`src/rtl/instr_trace_buffer.sv`:
```
// instr_trace_buffer: circular trace of retired (PC, instruction) pairs with a PC-match trigger that freezes capture after POST_TRIG further entries; entries are read back oldest-first by index with one cycle of latency.
// Ports: iCLK/iRST_n (sync, active low); iValid/iPC/iInstr retire strobe and entry; iTrigEn/iTrigPC trigger;
// iRearm clears and restarts capture; iRdIdx -> oRdPC/oRdInstr (registered); oCount, oWrapped, oState (00 CAPTURE, 01 POST, 10 HALTED).
// Define TRACE_WB_EN to add iWB/oRdWB, which widens each entry to 96 bits with the write-back value.
module instr_trace_buffer #(
  parameter int DEPTH_LOG2 = 4,
  parameter int POST_TRIG  = 8
) (
  input  logic                  iCLK,
  input  logic                  iRST_n,
  input  logic                  iValid,
  input  logic [31:0]           iPC,
  input  logic [31:0]           iInstr,
  input  logic                  iTrigEn,
  input  logic [31:0]           iTrigPC,
  input  logic                  iRearm,
  input  logic [DEPTH_LOG2-1:0] iRdIdx,
`ifdef TRACE_WB_EN
  input  logic [31:0]           iWB,
  output logic [31:0]           oRdWB,
`endif
  output logic [31:0]           oRdPC,
  output logic [31:0]           oRdInstr,
  output logic [DEPTH_LOG2:0]   oCount,
  output logic                  oWrapped,
  output logic [1:0]            oState
);
  localparam int DEPTH = 1 << DEPTH_LOG2;
`ifdef TRACE_WB_EN
  localparam int EW = 96;
`else
  localparam int EW = 64;
`endif
  localparam logic [1:0] S_CAP  = 2'b00;
  localparam logic [1:0] S_POST = 2'b01;
  localparam logic [1:0] S_HALT = 2'b10;
  logic [EW-1:0]         r_mem [DEPTH];
  logic [EW-1:0]         r_rd;
  logic [1:0]            r_state;
  logic [DEPTH_LOG2-1:0] r_wr_ptr;
  logic [DEPTH_LOG2-1:0] r_post;
  logic [DEPTH_LOG2:0]   r_count;
  logic                  r_wrapped;
  logic [EW-1:0]         w_wdata;
  logic                  w_we;
  logic                  w_full;
  logic                  w_match;
  logic                  w_hit;
  logic [DEPTH_LOG2-1:0] w_addr;
`ifdef TRACE_WB_EN
  assign w_wdata = {iWB, iInstr, iPC};
  assign oRdWB   = r_rd[95:64];
`else
  assign w_wdata = {iInstr, iPC};
`endif
  assign w_full  = r_count[DEPTH_LOG2];
  assign w_we    = iRST_n && !iRearm && iValid && r_state != S_HALT;
  assign w_match = r_state == S_CAP && iTrigEn && iPC == iTrigPC;
  // once full, the oldest entry sits at the next slot to be overwritten
  assign w_addr  = (w_full ? r_wr_ptr : '0) + iRdIdx;
  assign w_hit   = {1'b0, iRdIdx} < r_count;
  always_ff @(posedge iCLK) begin
    if (!iRST_n) begin
      r_state   <= S_CAP;
      r_wr_ptr  <= '0;
      r_count   <= '0;
      r_wrapped <= 1'b0;
      r_post    <= '0;
    end else if (iRearm) begin
      r_state   <= S_CAP;
      r_wr_ptr  <= '0;
      r_count   <= '0;
      r_wrapped <= 1'b0;
      r_post    <= '0;
    end else if (w_we) begin
      r_wr_ptr <= r_wr_ptr + 1'b1;
      r_count  <= w_full ? r_count : r_count + 1'b1;
      if (w_full) r_wrapped <= 1'b1;
      if (w_match) begin
        r_post  <= DEPTH_LOG2'(POST_TRIG);
        r_state <= POST_TRIG == 0 ? S_HALT : S_POST;
      end else if (r_state == S_POST) begin
        r_post <= r_post - 1'b1;
        if (r_post == DEPTH_LOG2'(1)) r_state <= S_HALT;
      end
    end
  end
  always_ff @(posedge iCLK) begin
    if (w_we) r_mem[r_wr_ptr] <= w_wdata;
  end
  always_ff @(posedge iCLK) begin
    r_rd <= (iRST_n && w_hit) ? r_mem[w_addr] : '0;
  end
  assign oRdPC    = r_rd[31:0];
  assign oRdInstr = r_rd[63:32];
  assign oCount   = r_count;
  assign oWrapped = r_wrapped;
  assign oState   = r_state;
endmodule

```
`config.mk`:
```
export PLATFORM = sky130hd
export DESIGN_NAME = instr_trace_buffer
export DESIGN_NICKNAME = d
export VERILOG_FILES = /design/src/rtl/instr_trace_buffer.sv
export SDC_FILE = /design/constraint.sdc
export NUM_CORES = 1
export LEC_CHECK = 0
export CORE_UTILIZATION = 54
export CTS_CLUSTER_SIZE = 25
export DETAILED_ROUTE_END_ITERATION = 10
export GPL_TIMING_DRIVEN = 0
export PLACE_DENSITY = 0.8
export SLEW_MARGIN = 20
export SYNTH_ARGS = -nofsm -noshare
export SYNTH_HDL_FRONTEND = slang
export SYNTH_SLANG_ARGS = --single-unit
```
`constraint.sdc`:
```
create_clock -name iCLK -period 7.9 [get_ports iCLK]
set_input_delay 2.37 -clock iCLK [delete_from_list [all_inputs] [get_ports iCLK]]
set_output_delay 2.37 -clock iCLK [all_outputs]
set_load 0.01 [all_outputs]
```
==> results of run 1 <==
[cells in the mapped netlist (2+ instances only)]
cell	n	area (µm²)
edfxtp_1	1024	30700
mux4_2	256	5770
mux2i_1	129	1290
dfxtp_1	80	1600
clkbuf_1	68	255
a211oi_1	64	480
mux2_2	64	721
nor2_1	29	109
buf_2	27	135
xnor2_1	22	193
xor2_1	21	184
ha_1	13	163
nand2_1	12	45.0
inv_1	9	33.8
a21oi_1	8	40.0
nand2b_1	7	43.8
nand4_1	7	43.8
nor4_1	7	43.8
nor3_1	6	30.0
a21o_1	5	37.5
buf_1	5	18.8
nand3_1	5	25.0
or4_1	4	30.0
nand4b_1	3	26.3
and2_1	2	12.5
inv_2	2	7.51
o21ai_0	2	10.0
[kinds of logic (layout without fill, tap and decap cells)]
logic type / count (synthesis) / count (layout) / share of synthesized area, %
buf+inv: 111 / 569 / 1.07
mux: 449 / 449 / 18.4
other cells: 0 / 6 / 0
xor+xnor: 43 / 43 / 0.892
fa+ha+maj: 14 / 14 / 0.433
simple gates: 88 / 88 / 1.10
compound gates: 84 / 84 / 1.43
flops: 1104 / 1104 / 76.6
[cells in the final DEF, fill, tap and decap left out, drive strengths merged, types with 22 or more instances in the layout]
cell type      synthesis  final
clkbuf                68    208
buf                   32    113
dfxtp                 80     80
mux2i                129    129
mux4                 256    256
edfxtp              1024   1024
mux2                  64     64
clkdlybuf4s50          0    176
xnor2                 22     22
clkinv                 0     45
a211oi                64     64
nor2                  29     29
[per-layer routing]
layer,vias to the layer above,GRT usage (%)
li1,8678,-
met4,6,12.2
met1,11352,35.4
met5,-,0
met2,1586,45.4
met3,274,4.50
[path summary, 6_finish.rpt]
path                  start       end  slack [ns]  cells after the start
setup / recovery  oCount[4]  r_rd[20]        1.48                     12
hold / removal     oWrapped  oWrapped        0.49                      2
setup reg to reg  oCount[4]  r_rd[20]        1.48                     12
hold reg to reg    oWrapped  oWrapped        0.49                      2
[cell type report]
| cell class | count | area [µm²] | share of cell area, % |
|---|---|---|---|
| Sequential cell | 1104 | 32400 | 64.4 |
| Multi-Input combinational cell | 678 | 9520 | 19.0 |
| Timing Repair Buffer | 257 | 3070 | 6.10 |
| Clock buffer | 140 | 2890 | 5.76 |
| Tap cell | 1040 | 1300 | 2.59 |
| Clock inverter | 61 | 639 | 1.27 |
| Buffer | 100 | 410 | 0.817 |
| Inverter | 11 | 41.3 | 0.0822 |
| Antenna cell | 6 | 15.0 | 0.0299 |
[sequential cells by signal (all words and copies together) (netlist names)]
register,cells
r_mem,1024
r_rd,64
oCount,5
r_post,4
r_wr_ptr,4
oState,2
oWrapped,1
[worst max-delay path, stage by stage, from the launching register on]
cell and delay [ns]:
dfxtp_1 0.39, inv_2 0.36, clkbuf_1 0.77, clkbuf_1 0.62
nor2_1 0.13, ha_1 0.27, fa_1 0.67, clkbuf_1 0.80
clkbuf_1 0.79, mux4_2 0.37, mux2i_1 0.10, mux2_2 0.29
a211oi_1 0.68
[per-stage QoR]
stage          hold WS [ns]  instance area (µm²)   TNS, ns  total power, mW
2_1_floorplan         0.460                42200         0             6.88
3_3_place_gp          0.457                45300  -2742.66             7.16
3_5_place_dp          0.472                46700         0             7.19
4_1_cts               0.488                50200         0             12.2
5_1_grt               0.534                50200         0             12.4
6_report              0.486                50200         0             12.2
[power by group]
part | switching [mW] | leakage, nW | internal, mW
clock network | 2.20 | 1.72 | 2.92
logic | 0.368 | 4.60 | 0.286
registers | 0.00954 | 9.86 | 6.41
total | 2.58 | 16.2 | 9.61
==> summary.md, run 1 <==
| Metric | Value |
|---|---|
| Result of the run | `completed` |
| IO Port Bufs | `176` |
| Tightest Pin Transition | `1.03 ns` |
| Gr usage total | `27.2%` |
| Synth unique cells | `39` |
| Placed insts | `3190` |
| Initial antenna violation count | `6` |
| Dominant synthesized flop cell | `edfxtp_1` |
| Final setup violation count | `0` |
| Post-route DRC | `0` |
| FILL cells | `4817` |
| Synth Register Bits | `1104` |
| Vias post-DR | `21896` |
| Placer Congestion | `0.779` |
| Core Box Area | `77300 µm²` |
| Pwr dens | `243 nW/µm²` |
| RSZ-0062 raised after global routing | `false` |
| Hold_buf cts | `0` |
| Max VDD drop | `179 µV` |
| CP arrival | `6.93 ns` |
| Placement row count | `102` |
| Share of layout cells above drive strength 1 | `25.9%` |
| Post-Synthesis Net Count | `2012` |
| DP Wirelength | `65.7 mm` |
| # Post-CTS Setup Buffers | `0` |
| Final nets | `2377` |
| CTS clk-pin slew, worst paths | `0.06 ns` |
| FMAX | `156 MHz` |
| Setup CP Type | `flip-flop to flip-flop` |
| Layout area overhead | `19.0%` |
| TritonRoute pass-1 iters | `5` |
| H-tree lvl count | `3` |
| TritonCTS clock tree | `done` |
| Slew Limit Fails | `0` |
| Post-Synthesis Cells | `1893` |
| Setup Skew | `0.0394 ns` |
| Fin cells | `3397` |
| Maximum fanout along the worst path | `10` |
| Final Hold Fails | `0` |
| Post-Syn Area | `42200 µm²` |
| GR Overflow Total | `0` |
| Crit path time final | `6.42 ns` |
| Routed wire length | `105 mm` |
| Root buf cell | `clkbuf_16` |
| Hold WC Path Type | `flip-flop to flip-flop` |
| CTS buffer count | `106` |
| DRT iter0 DRCs | `2871` |
| Post-cts resize count | `0` |
| Worst setup margin | `1.48 ns` |
| CP endpoint kind | `flip-flop` |
| Post-Route M1 WL | `37.6 mm` |
| Mapped Avg Cell Area | `22.3 µm²` |
| Metal3 WL | `10.2 mm` |
| Synth warnings | `0` |
| Die Ht | `282 µm` |
| Ys async rst share | `0%` |
| Pleak | `16.2 nW` |
| Sequential share of the synthesized area | `76.6%` |
| Metal2 WL | `53.1 mm` |
| Io pins | `177` |
| Antenna-violating nets left | `0` |
| Fin crit share | `81.3%` |
| Largest net degree at the start of global routing | `20` |
| Die Wd | `282 µm` |
| Routed WL per cell | `31.0 µm` |
| Post-synth EDFFs | `1024` |
| Dpl ws | `1.15 ns` |
| Startpoint types | `flip-flop` |
| Max Used Layer | `met5` |
| First-pass GRT wire length | `152 mm` |
| Longest Clk Path Bufs | `3` |
| Starting Density | `54.6%` |
| MaxCap Viol Count | `0` |
| Slew Limit Headroom | `31.5%` |
| WP data required | `8.41 ns` |
| Die Area | `79300 µm²` |
| Sink Count | `1104` |
| Vias in the first global route | `22584` |
| Clk_lat worst skew | `0.69 ns` |
| Fin util | `65.0%` |
| Vias per inst | `6.45` |
Power figures use the tool's default switching activity.
==> run 2: changes to the inputs <==
Clock period 7.9 ns to 5.2 ns, I/O delays scaled along.
==> run 2 against run 1 <==
Total power is 51% higher. Die area stayed put. First-iteration DRC count is 5.2% higher. Routed wire length is 1.1% higher. Clock-buffer cell count is 1 higher. Via count is 0.64% lower. Sequential cell count stayed put. Global-route usage is 0.30 points higher. Critical path type unchanged.
==> summary.md, run 2 (same netlist as run 1, synthesis figures left out) <==
| Metric | Value |
|---|---|
| Result of the run | `completed` |
| Post-route DRC | `0` |
| Pleak | `16.1 nW` |
| Vias post-DR | `21755` |
| Worst reg2reg path endpoint | `r_rd[20]` |
| Switch share | `20.9%` |
| Crit path time final | `5.09 ns` |
| Commonest non-fill, non-tap cell in the layout | `edfxtp_1` |
| Flop-to-flop setup slack | `0.11 ns` |
| Slew Limit Headroom | `37.5%` |
| Worst Hold Path EP | `oWrapped` |
| Comb pwr share | `5.4%` |
| Placement row count | `102` |
| Placed insts | `3172` |
| Hold depth | `2` |
| FMAX | `196 MHz` |
| Die Area | `79300 µm²` |
| Max Used Layer | `met5` |
| Post-Route M1 WL | `37.7 mm` |
| Sink Count | `1104` |
| Metal2 WL | `54.9 mm` |
| WP data required | `5.67 ns` |
| Largest net degree at the start of global routing | `21` |
| DRT iter0 DRCs | `3019` |
| Routed wire length | `107 mm` |
| Final nets | `2357` |
| Io pins | `177` |
| Layout area overhead | `19.0%` |
| Setup Skew | `0.0371 ns` |
| Share of layout cells above drive strength 1 | `26.1%` |
| Root buf cell | `clkbuf_16` |
| Longest Clk Path Bufs | `3` |
| Fin cells | `3374` |
| Reg-to-reg startpoint | `oCount[4]` |
| Max reg flops | `1024` |
| Gr usage total | `27.5%` |
| RSZ-0062 raised after global routing | `false` |
| CP endpoint kind | `flip-flop` |
| Routed WL per cell | `31.6 µm` |
| Worst hold path startpoint | `oWrapped` |
| Top reg by flops | `r_mem` |
| Clk_lat worst skew | `0.68 ns` |
| TritonCTS clock tree | `done` |
| Max VDD drop | `349 µV` |
| First-pass GRT wire length | `153 mm` |
| Die Wd | `282 µm` |
| Fin crit share | `97.9%` |
| CP arrival | `5.56 ns` |
| Initial antenna violation count | `4` |
| Tightest Pin Transition | `0.938 ns` |
| IO Port Bufs | `176` |
| MaxCap Viol Count | `0` |
| Setup CP Type | `flip-flop to flip-flop` |
| Vias per inst | `6.45` |
| Maximum fanout along the worst path | `14` |
| R2R depth | `11` |
| FILL cells | `4809` |
| Antenna-violating nets left | `0` |
| GR Overflow Total | `0` |
| Die Ht | `282 µm` |
| Internal | `14.6 mW` |
| Metal3 WL | `9.46 mm` |
| Final Hold Fails | `0` |
| DP Wirelength | `65.4 mm` |
| Dpl ws | `-0.695 ns` |
| Sequential power share | `52.9%` |
| Core Box Area | `77300 µm²` |
| Worst setup margin | `0.111 ns` |
| Sequential Area | `32400 µm²` |
| Final setup violation count | `0` |
| Vias in the first global route | `22755` |
| Hold_buf cts | `0` |
| Starting Density | `54.6%` |
| TritonRoute pass-1 iters | `6` |
| Hold WC Path Type | `flip-flop to flip-flop` |
| CTS buffer count | `105` |
| H-tree lvl count | `3` |
| Placer Congestion | `0.764` |
| Switch Pwr | `3.86 mW` |
| Area taken by multi-input logic gates | `9550 µm²` |
| Startpoint types | `flip-flop` |
| Slew Limit Fails | `0` |
| CTS clk-pin slew, worst paths | `0.07 ns` |
| Pwr dens | `367 nW/µm²` |
| Clock power frac | `41.7%` |
| Fin util | `64.9%` |
| Most frequent cells in the layout | `edfxtp_1 (1024), mux4_2 (256), clkdlybuf4s50_1 (176), mux2i_1 (129), clkbuf_16 (107)` |
run 2: power by group through the flow:
stage / logic, mW / registers [mW] / clock network [mW]
after floorplan: 0.501 / 9.95 / 0
after global routing: 1.04 / 9.75 / 8.08
after detailed placement: 0.975 / 9.94 / 0
final: 0.996 / 9.75 / 7.70
after CTS: 0.996 / 9.75 / 7.75
after global placement: 0.930 / 9.94 / 0
run 2: repair_timing:
| action | 4_1_cts | 5_1_grt |
|---|---|---|
| setup buffers | 0 | 0 |
| gates resized for setup | 24 | 0 |
| endpoints found under the setup margin | 64 | 0 |
run 2: layout make-up:
| class | count | share of cell area [%] |
|---|---|---|
| diodes | 3 | 0.0149 |
| plain buffers | 99 | 0.889 |
| clock buffers | 141 | 5.76 |
| clock inverters | 59 | 1.15 |
| inverters | 11 | 0.0822 |
| multi-input cells | 678 | 19.0 |
| flip-flops and latches | 1104 | 64.4 |
| well taps | 1040 | 2.59 |
| repair buffers | 239 | 6.09 |
run 2: stage by stage:
step / total power, mW / instance area [µm²] / hold WS [ns] / setup TNS [ns]
after floorplan: 10.5 / 42200 / 0.460 / -64.40
after global placement: 10.9 / 45300 / 0.458 / -3784.66
after detailed placement: 10.9 / 46700 / 0.469 / -20.87
after CTS: 18.5 / 50200 / 0.485 / 0
after global routing: 18.9 / 50200 / 0.507 / 0
final: 18.4 / 50200 / 0.484 / 0
run 2: how the worst max path moves through the flow:
stage | startpoint | endpoint | depth (start not counted)
3_3_place_gp | iValid | r_mem[14][50] | 5
4_1_cts | oCount[4] | r_rd[1] | 11
6_report | oCount[4] | r_rd[20] | 11
2_1_floorplan | iRearm | r_mem[14][0] | 4
5_1_grt | oCount[4] | r_rd[20] | 11
3_5_place_dp | iRdIdx[0] | r_rd[20] | 9
run 2: routing by layer:
layer  vias up  global-route usage [%]
li1       8654                       -
met1     11234                    34.6
met4         2                    11.9
met5         -                       0
met2      1544                    46.8
met3       321                    5.05
run 2: critical path: stages, from the launching register on:
cell	delay, ns
dfxtp_1	0.39
inv_2	0.47
clkbuf_1	0.57
nor2_1	0.16
ha_1	0.25
fa_1	0.70
clkbuf_2	0.47
clkbuf_2	0.50
mux4_2	0.30
mux2i_1	0.08
mux2_2	0.30
a211oi_1	0.68
